<file path="config.mk">
export PLATFORM = sky130hd
export DESIGN_NAME = spi_byte_rx
export DESIGN_NICKNAME = d
export VERILOG_FILES = /design/src/rtl/spi_byte_rx.sv
export SDC_FILE = /design/constraint.sdc
export NUM_CORES = 1
export LEC_CHECK = 0
export CAP_MARGIN = 20
export CORE_MARGIN = 10
export CORE_UTILIZATION = 63
export DETAILED_ROUTE_END_ITERATION = 10
export DONT_BUFFER_PORTS = 1
export GPL_TIMING_DRIVEN = 0
export HOLD_SLACK_MARGIN = 0.03
export PLACE_DENSITY = 0.79
export SLEW_MARGIN = 20
export SYNTH_ARGS = -nofsm -noshare
export SYNTH_HDL_FRONTEND = slang
export SYNTH_SLANG_ARGS = --single-unit
export TNS_END_PERCENT = 20
</file>
<file path="constraint.sdc">
create_clock -name clk -period 3 [get_ports clk]
set_clock_uncertainty 0.15 [all_clocks]
set_input_delay 0.9 -clock clk [delete_from_list [all_inputs] [get_ports clk]]
set_output_delay 0.9 -clock clk [all_outputs]
set_load 0.05 [all_outputs]
</file>
<file path="src/rtl/spi_byte_rx.sv">
// rtl/spi_byte_rx.sv - SPI byte receiver with synchronizers, IDLE/SHIFT FSM and receive FIFO
//
// Purpose: receives MSB-first bytes from an upstream SPI driver. The incoming
//   sclk, sdi and cs_n signals are asynchronous to clk. Each completed byte is
//   queued in a DEPTH-entry FIFO for the consumer.
// Ports:
//   clk, rst_n             system clock, asynchronous active-low reset
//   sclk, sdi, cs_n        raw serial inputs (asynchronous to clk)
//   rd_ready               consumer accepts the head byte this cycle
//   clr_err                one-cycle clear of the sticky error flags
//   rd_data, rd_valid      FIFO head byte and non-empty indication
//   overflow, frame_err    sticky error flags
//   byte_cnt               bytes accepted into the FIFO, modulo 256
module spi_byte_rx #(
  parameter int DEPTH = 4
) (
  input  logic       clk,
  input  logic       rst_n,
  input  logic       sclk,
  input  logic       sdi,
  input  logic       cs_n,
  input  logic       rd_ready,
  input  logic       clr_err,
  output logic [7:0] rd_data,
  output logic       rd_valid,
  output logic       overflow,
  output logic       frame_err,
  output logic [7:0] byte_cnt
);

  localparam int AW = (DEPTH > 1) ? $clog2(DEPTH) : 1;
  localparam int CW = AW + 1;

  typedef enum logic {IDLE, SHIFT} state_t;

  // Synchronizers; cs flops reset high so a reset never looks like a frame start.
  logic sclk_s1, sclk_s2, sclk_d;
  logic sdi_s1, sdi_s2;
  logic cs_s1, cs_s2;

  state_t     state;
  logic [2:0] bit_cnt;
  logic [7:0] shreg;

  logic [7:0]    mem [DEPTH];
  logic [AW-1:0] wr_ptr, rd_ptr;
  logic [CW-1:0] count;

  logic       sclk_rise;
  logic       push, pop, full, accept, ovf_set, frame_end_err;
  logic [7:0] push_byte;

  assign sclk_rise = sclk_s2 & ~sclk_d;

  // The eighth bit is pushed directly from sdi in the same cycle as its rise.
  assign push      = (state == SHIFT) && !cs_s2 && sclk_rise && (bit_cnt == 3'd7);
  assign push_byte = {shreg[6:0], sdi_s2};

  assign rd_valid = (count != '0);
  assign full     = (count == CW'(DEPTH));
  assign pop      = rd_valid && rd_ready;
  // A full FIFO can still take a byte when the head leaves in the same cycle.
  assign accept   = push && (!full || pop);
  assign ovf_set  = push && full && !pop;

  assign frame_end_err = (state == SHIFT) && cs_s2 && (bit_cnt != 3'd0);

  assign rd_data = mem[rd_ptr];

  always_ff @(posedge clk or negedge rst_n) begin
    if (!rst_n) begin
      sclk_s1   <= 1'b0;
      sclk_s2   <= 1'b0;
      sclk_d    <= 1'b0;
      sdi_s1    <= 1'b0;
      sdi_s2    <= 1'b0;
      cs_s1     <= 1'b1;
      cs_s2     <= 1'b1;
      state     <= IDLE;
      bit_cnt   <= 3'd0;
      shreg     <= 8'h00;
      frame_err <= 1'b0;
    end else begin
      sclk_s1 <= sclk;
      sclk_s2 <= sclk_s1;
      sclk_d  <= sclk_s2;
      sdi_s1  <= sdi;
      sdi_s2  <= sdi_s1;
      cs_s1   <= cs_n;
      cs_s2   <= cs_s1;

      // A same-cycle set wins over the clear.
      if (frame_end_err) begin
        frame_err <= 1'b1;
      end else if (clr_err) begin
        frame_err <= 1'b0;
      end

      case (state)
        IDLE: begin
          bit_cnt <= 3'd0;
          if (!cs_s2) begin
            state <= SHIFT;
          end
        end
        SHIFT: begin
          if (cs_s2) begin
            state   <= IDLE;
            bit_cnt <= 3'd0;
            shreg   <= 8'h00;
          end else if (sclk_rise) begin
            shreg   <= push_byte;
            bit_cnt <= bit_cnt + 3'd1;
          end
        end
      endcase
    end
  end

  always_ff @(posedge clk or negedge rst_n) begin
    if (!rst_n) begin
      for (int i = 0; i < DEPTH; i++) begin
        mem[i] <= 8'h00;
      end
      wr_ptr   <= '0;
      rd_ptr   <= '0;
      count    <= '0;
      byte_cnt <= 8'h00;
      overflow <= 1'b0;
    end else begin
      if (accept) begin
        mem[wr_ptr] <= push_byte;
        wr_ptr      <= wr_ptr + AW'(1);
        byte_cnt    <= byte_cnt + 8'd1;
      end
      if (pop) begin
        rd_ptr <= rd_ptr + AW'(1);
      end
      case ({accept, pop})
        2'b10:   count <= count + CW'(1);
        2'b01:   count <= count - CW'(1);
        default: count <= count;
      endcase

      if (ovf_set) begin
        overflow <= 1'b1;
      end else if (clr_err) begin
        overflow <= 1'b0;
      end
    end
  end

endmodule

</file>
==> After elaboration in Yosys (flattened, before gate mapping) <==
Index checks and enable logic that the tools add are counted.
{ "word_totals": {"reg_bits": 67, "wordCells": 76} }
{ "op_classes": {"add_sub_neg": 6, "magnitude_cmp": 3, "n_eq_ne": 5, "muxes": 16, "n_bitwise": 5, "reduce_logical": 21} }
{ "op_table": {"columns": ["operator", "count"], "rows": [
  ["$bwmux 32", 1],
  ["$mux 8", 3],
  ["$bmux 8 s2", 1],
  ["$demux 8 s2", 1],
  ["$mux 7", 2],
  ["$pmux 3 s2", 2],
  ["$logic_and 1x1->1", 10],
  ["$add 8x1->8 const B", 1],
  ["$reduce_bool 2->1", 4],
  ["$add 3x1->3 const B", 2],
  ["$eq 3x3->1 const B", 2],
  ["$ge 3x3->1 const B", 2],
  ["$mux 3", 2],
  ["$not 2->3", 2],
  ["$reduce_bool 3->1", 2],
  ["$add 2x1->2 const B", 2],
  ["$mux 1", 4],
  ["$logic_not 1->1", 3],
  ["$lt 3x1->1 const B", 1],
  ["$ne 3x2->1 const B", 1],
  ["$sub 3x1->3 const B", 1],
  ["$eq 2x1->1 const B", 1],
  ["$eq 2x2->1 const B", 1],
  ["$not 1->1", 2],
  ["3 further kinds", 3]
]} }

==> Depth between registers and ports, before layout <==
Gate-level depths: netlist (run 1).
{ "depth": {"word_depth": 7, "mapped_depth": 8, "mapped_depth_nobuf": 8} }

==> Least setup slack after synthesis (run 1) <==
Ideal clock, no wire load.
{ "synth_path": {"kind": "in2reg", "startpoint": "in rd_ready", "endpoint": "reg count[1]", "setup_time_ps": 94, "arrival_ps": 2366, "t_required_ps": 2756, "path_slack_ps": 390, "path_stages": 6, "n_path_buf": 1, "cell_sequence": "clkbuf_1 > o31a_1 > nand2_1 > fa_1 > a311o_1 > a221oi_2"} }
{ "synth_via": {"elab_chain_cells": 5, "elab_cells_between_ends": 7} }
{ "synth_rtl": {"columns": ["element", "line", "rtl"], "rows": [
  ["start: declaration", "22", "input logic rd_ready,"],
  ["$logic_and 1x1->1 (*)", "61", "assign pop = rd_valid && rd_ready;"],
  ["$logic_or 1x1->1", "63", "assign accept = push && (!full || pop);"],
  ["$logic_and 1x1->1", "63", null],
  ["$eq 2x1->1 or $eq 2x2->1 (tied branches)", "139", "case ({accept, pop})"],
  ["$pmux 3 s2 or $reduce_bool 2->1 (tied branches)", null, null],
  ["end signal: assignment", "140", "2'b10: count <= count + CW'(1);"],
  ["end signal: assignment", "141", "2'b01: count <= count - CW'(1);"],
  ["end signal: assignment", "142", "default: count <= count;"],
  ["end: declaration", "47", "logic [CW-1:0] count;"]
]} }
Mark *: on every way between the ends. The rest lies on a longest branch, timed or not.
A chain may end at the register's enable or synchronous reset.

==> Worst setup path in the final report (run 1) <==
{ "layout_path": {"startpoint": "reg rd_ptr[1]", "endpoint": "out rd_data[1]"} }
{ "layout_via": {"elab_chain_cells": 4} }
{ "layout_rtl": {"columns": ["element", "line", "rtl"], "rows": [
  ["start: declaration", "46", "logic [AW-1:0] wr_ptr, rd_ptr;"],
  ["start signal: assignment", "137", "rd_ptr <= rd_ptr + AW'(1);"],
  ["$not 2->3 (not written as such)", "68", "assign rd_data = mem[rd_ptr];"],
  ["$bmux 8 s2", "68", null],
  ["$mux 8 (not written as such) (2 in a row)", "68", null],
  ["end: declaration", "24", "output logic [7:0] rd_data,"]
]} }
Every way passes these cells. The select of a mux whose other input is x is not followed.

==> impl_metrics.tcl, run 1 <==
set metrics [dict create \
    setup_slack_of_the_critical_path_after_layout_ns 0.214 \
    final_design_area_no_fill_um2 3470 \
    post_synthesis_mux_area_share_pct 21.2 \
    n_antenna_cell 0 \
    die_x_um 91.4 \
    ys_top_cells_by_area "dfrtp_1 (51%), mux2_4 (15%), mux4_2 (5.6%)" \
    drt_iter0_drc 152 \
    largest_net_degree_at_the_start_of_global_routing 68 \
    globalplace.congestion 0.819 \
    ff2ff_path_depth 7 \
    syn_area_um2 3220 \
    post-layout-total-power_w 0.00200 \
    multi_input_area_um2 1400 \
    fp-row-count 25 \
    worstReg2RegEnd "count[1]$_DFFE_PN0P_" \
    setup_repair_after_global_routing_missed_its_margin "no" \
    flow.area_growth_from_synthesis_pct 7.90 \
    run_status "finished clean" \
    synthesis.nets 235 \
    max_freq_mhz 359 \
    insertion_delay_ns 0.34 \
    grt.total_usage_pct 15.5 \
    clockRootBuffer "clkbuf_8" \
    postCtsSetupBuffers 0 \
    p_leak_nw 1.65 \
    synth_compound_gate_area_share_pct 6.23 \
    critPathMaxFanout 9 \
    cts_hold_buffers 0 \
    drv_cap 0 \
    synth_ff_type "dfrtp_1" \
    max-vdd-ir-drop_mv 0.389 \
    worst-setup-path-type "register to output pin" \
    h-tree-depth 3 \
    final_util_pct 71.6 \
    critical_path_required_ns 1.95 \
    final.setup.tns_ns 0 \
    postRouteWirelength_mm 6.15 \
    drive_above_1_share_pct 30.6 \
    grt_pass1_vias 2000 \
    clk_pin_slew_ns 0.07 \
    cts_num_sinks 67 \
    synth_xor_xnor_area_share_pct 3.54 \
    fin_crit_sh_pct 92.9 \
    post_cts_resize_count 0 \
    tritoncts "done" \
    post_detailed_route_via_to_cell_ratio 6.03 \
    layout_min_cycle_time_ns 2.79 \
    place_area_um2 3300 \
    die_area_um2 8360 \
    report.final.slew_viol_count 0 \
    hp-class "primary input to async pin" \
    fillers 324 \
    power_density_nw_per_um2 577 \
    drc_errors_left 0 \
    boundaryPins 26 \
    r2r-start "bit_cnt[0]$_DFFE_PN0P_" \
    port_buffers 0 \
    synth_top_family_by_area "multiplexers" \
    synthCells 219 \
    ff_latch_area_um2 1680 \
    starting_density_pct 66.3 \
    first_pass_iters 4 \
    antenna_found_initial 0 \
    max-slew-margin-rel_pct 57.3 \
    ant_nets 0 \
    synthesis.yosys.warnings 0 \
    die_y_um 91.4 \
    tightest_slew_ns 0.641 \
    setup_slack_after_placement_ns 0.206 \
    wl_cell_um 20.4 \
    number_of_enable_flip_flop_cells_after_synthesis 0 \
    yosys.area.top_type_share_pct 50.6 \
    std_cell_core_area_um2 4850 \
    tritoncts.num_buffers 9 \
    design.final.nets 246 \
    grt_pass1_wl_mm 10.4 \
    report.final.hold_viol_count 0 \
    detailroute.via_count 1820 \
    start_kind "register" \
    synth_top_area_cell "dfrtp_1" \
    post-dp-hpwl_mm 4.34 \
    worstSetupEndpointType "output pin" \
    synth.ff_latch_count 67 \
    ys_types 42 \
    yosysSeqAreaShare_pct 52.2 \
    synth_async_sr_flop_share_pct 100 \
    report.final.setup_viol 0 \
    wp_data_arrival_ns 1.74 \
    max_root_sink_buffers 2 \
    adder_cell_area_share_of_the_yosys_netlist_pct 3.74 \
    regToRegSetupSlack_ns 0.67 \
    yosys.area_share.simple_pct 8.75 \
    post_synth.cell_area_avg_um2 14.7 \
    gr-total-overflow 0 \
]
-- cells in the final DEF, fill, tap and decap left out, drive strengths merged, types with 3 or more instances in the layout --
cell type	instances
a21oi	4
a22oi	6
buf	6
clkbuf	15
clkinv	5
dfrtp	65
ha	8
inv	14
mux2	33
mux4	8
nand2	14
nand4	5
o22ai	6
xnor2	10
xor2	3
-- synth_stat cells, drive strengths merged, types with 4 or more instances --
cell type,count
a21oi,4
a22oi,6
buf,6
clkbuf,4
dfrtp,65
ha,8
inv,14
mux2,33
mux4,8
nand2,14
nand4,5
o22ai,6
xnor2,10
-- per-stage QoR --
step           hold slack, ns  instances
4_1_cts                0.0840        302
3_3_place_gp            0.184        286
3_5_place_dp            0.187        286
6_report                0.101        302
5_1_grt                0.0755        302
2_1_floorplan           0.181        219
-- cell families after synthesis --
family | after synthesis
adders and majority gates | 9
muxes | 42
and+or+nand+nor | 37
DFF | 67
buffers and inverters | 24
xor gates and xnor gates | 13
AOI/OAI and AO/OA | 27
-- worst max path at each step --
stage	to	from	slack (ns)	cells past startpoint
after detailed placement	count[1]$_DFFE_PN0P_	rd_ready	0.21	6
after floorplan	count[1]$_DFFE_PN0P_	rd_ready	0.39	6
after global placement	count[1]$_DFFE_PN0P_	rd_ready	0.31	6
after CTS	rd_data[2]	rd_ptr[1]$_DFFE_PN0P_	0.18	2
after global routing	rd_data[1]	rd_ptr[1]$_DFFE_PN0P_	0.15	2
final	rd_data[1]	rd_ptr[1]$_DFFE_PN0P_	0.21	2
-- routing by layer --
| layer | vias up | part of all wire [%] | routed length, um | global-route usage, % |
|---|---|---|---|---|
| met1 | 946 | 41 | 2500 | 18.2 |
| met5 | - | 0 | 0 | 0 |
| li1 | 808 | - | - | - |
| met4 | 0 | 2.1 | 130 | 7.18 |
| met3 | 12 | 5.2 | 318 | 4.69 |
| met2 | 54 | 52 | 3200 | 25.5 |
-- critical path: stages, from the launching register on --
cell	delay (ns)
dfrtp_1	0.33
buf_1	0.50
mux4_2	0.57
-- flip-flops by register name, summed over array words and instances, names as in the netlist, 2 cells and up --
register,flops
byte_cnt,8
wr_ptr,2
bit_cnt,3
mem,32
rd_ptr,2
shreg,7
count,3
-- cell type report --
cell class / instances / area share, %
inverter: 14 / 1.51
buffer: 10 / 2.49
sequential: 67 / 48.4
multi-input combinational: 128 / 40.3
clock buffer: 11 / 4.08
tap: 67 / 2.42
clock inverter: 5 / 0.829
-- power breakdown --
| group | total (W) | leakage, nW | internal, W | switching (W) |
|---|---|---|---|---|
| clock | 0.000646 | 0.0928 | 0.000318 | 0.000327 |
| sequential | 0.00100 | 0.894 | 0.000949 | 0.0000543 |
| combinational | 0.000352 | 0.667 | 0.000145 | 0.000207 |
No activity file was read; power rests on OpenSTA's default activity.
==> run 2: changes to the inputs <==
--- a/config.mk
+++ b/config.mk
@@ -8,9 +8,9 @@
 export CAP_MARGIN = 20
 export CORE_MARGIN = 10
 export CORE_UTILIZATION = 63
+export CTS_CLUSTER_DIAMETER = 50
 export DETAILED_ROUTE_END_ITERATION = 10
 export DONT_BUFFER_PORTS = 1
-export GPL_TIMING_DRIVEN = 0
 export HOLD_SLACK_MARGIN = 0.03
 export PLACE_DENSITY = 0.79
 export SLEW_MARGIN = 20
==> run 2 against run 1 <==
Non-clock buffer count is 8 lower. Highest routed layer unchanged. Global-route usage is 0.19 points lower. Largest power group unchanged. Fmax is 2.8% higher. Flip-flop and latch count stayed put. Routed wire length is 6.7% lower. Total power is 3.9% higher. Hold slack worse by 0.0034 ns. Cell area is 1.5% lower. Via count is 3.5% lower.
==> impl_metrics.tcl, run 2 (same netlist as run 1, synthesis figures left out) <==
set metrics [dict create \
    run_status "finished clean" \
    mostFrequentLayoutCells "dfrtp_1 (65), mux2_4 (32), inv_1 (14)" \
    starting_density_pct 66.3 \
    largest_register_by_flop_count "mem" \
    clk_pin_slew_ns 0.07 \
    crit_chain "buf_4 > mux4_2" \
    antenna_found_initial 0 \
    worst-setup-path-type "register to output pin" \
    power_density_nw_per_um2 609 \
    ff2ff_path_depth 7 \
    report.final.hold_viol_count 0 \
    die_x_um 91.4 \
    cts_hold_buffers 0 \
    drv_cap 0 \
    ant_nets 0 \
    detailroute.via_count 1757 \
    final-instance-count-excl-fill 294 \
    r2r-start "bit_cnt[0]$_DFFE_PN0P_" \
    wl_cell_um 19.5 \
    max-vdd-ir-drop_mv 0.510 \
    grt_pass1_wl_mm 10.2 \
    die_area_um2 8360 \
    flow.area_growth_from_synthesis_pct 6.26 \
    grt.total_usage_pct 15.3 \
    slowest_stage "mux4_2" \
    hp-class "primary input to async pin" \
    layout_min_cycle_time_ns 2.71 \
    regToRegSetupSlack_ns 0.65 \
    drc_errors_left 0 \
    top_regs "mem: 32 flops, byte_cnt: 8 flops, shreg: 7 flops" \
    report.final.slew_viol_count 0 \
    tritoncts "done" \
    post-dp-hpwl_mm 3.98 \
    fillers 312 \
    postRouteWirelength_mm 5.74 \
    dp.cells 278 \
    wp_data_arrival_ns 1.66 \
    worstReg2RegEnd "count[1]$_DFFE_PN0P_" \
    std_cell_core_area_um2 4850 \
    cts_num_sinks 67 \
    die_y_um 91.4 \
    tightest_slew_ns 0.627 \
    start_kind "register" \
    h-tree-depth 3 \
    drive_above_1_share_pct 29.5 \
    drt_iter0_drc 124 \
    setup_slack_after_placement_ns 0.547 \
    clockRootBuffer "clkbuf_8" \
    tritoncts.num_buffers 9 \
    largest_net_degree_at_the_start_of_global_routing 68 \
    max_root_sink_buffers 2 \
    final_util_pct 70.5 \
    first_pass_iters 4 \
    n_antenna_cell 0 \
    port_buffers 0 \
    mostFrequentLayoutCell "dfrtp_1" \
    setup_slack_of_the_critical_path_after_layout_ns 0.291 \
    max-slew-margin-rel_pct 58.2 \
    max_stage_delay_ns 0.67 \
    critical_path_required_ns 1.95 \
    postCtsSetupBuffers 0 \
    report.final.setup_viol 0 \
    gr-total-overflow 0 \
    post_cts_resize_count 0 \
    setup_repair_after_global_routing_missed_its_margin "no" \
    boundaryPins 26 \
    final.setup.tns_ns 0 \
    globalplace.congestion 0.810 \
    insertion_delay_ns 0.34 \
    fp-row-count 25 \
    critPathMaxFanout 5 \
    max_freq_mhz 369 \
    post_detailed_route_via_to_cell_ratio 5.98 \
    grt_pass1_vias 1989 \
    worstSetupEndpointType "output pin" \
    design.final.nets 238 \
    largest_register_ffs 32 \
    p_leak_nw 1.63 \
    fin_crit_sh_pct 90.3 \
]
-- run 2: cell types whose count changed in the layout (fill, tap and decap cells not counted), moves of 2 or more --
| cell | delta |
|---|---|
| buf_4 | +2 |
| buf_12 | -2 |
| clkinv_2 | -2 |
| buf_6 | -2 |
| clkbuf_1 | -2 |
-- run 2: metal layers --
metal / vias to the layer above / wire (um) / GRT usage (%)
li1: 791 / - / -
met1: 888 / 2330 / 18.3
met2: 65 / 2890 / 23.4
met3: 13 / 370 / 5.68
met4: 0 / 151 / 8.62
met5: - / 0 / 0
-- run 2: worst max path at each step --
stage | from | end | slack (ns) | cells past startpoint
after floorplan | rd_ready | count[1]$_DFFE_PN0P_ | 0.39 | 6
after global placement | rd_ready | count[1]$_DFFE_PN0P_ | 0.63 | 5
after detailed placement | rd_ready | count[1]$_DFFE_PN0P_ | 0.55 | 5
after CTS | rd_ptr[0]$_DFFE_PN0P_ | rd_data[7] | 0.26 | 2
after global routing | rd_ptr[0]$_DFFE_PN0P_ | rd_data[6] | 0.21 | 2
final | rd_ptr[0]$_DFFE_PN0P_ | rd_data[0] | 0.29 | 2
-- run 2: report_power, final --
part | switching (W) | total [W] | internal, W
Sequential | 0.0000945 | 0.00104 | 0.000950
Clock | 0.000318 | 0.000723 | 0.000405
Combinational | 0.000161 | 0.000313 | 0.000152
-- run 2: cell type report --
cell class | count | area, um2 | area share (%)
clock buffer | 13 | 149 | 4.36
multi-input combinational | 128 | 1400 | 40.9
clock inverter | 3 | 40.0 | 1.17
sequential | 67 | 1680 | 49.1
timing repair buffer | 2 | 15.0 | 0.439
inverter | 14 | 52.6 | 1.54
tap | 67 | 83.8 | 2.45
-- run 2: worst max-delay path: cells and delay by family, from the launching register on --
family	cells	cell delay, ns
flip-flops	1	0.46
buffers and inverters	1	0.20
multiplexers	1	0.67
-- run 2: metrics by stage --
stage | instance area [um2] | power (W) | hold WS [ns]
2_1_floorplan | 3220 | 0.00129 | 0.181
3_3_place_gp | 3230 | 0.00134 | 0.184
3_5_place_dp | 3230 | 0.00137 | 0.197
4_1_cts | 3420 | 0.00210 | 0.0831
5_1_grt | 3420 | 0.00218 | 0.0669
6_report | 3420 | 0.00208 | 0.0979
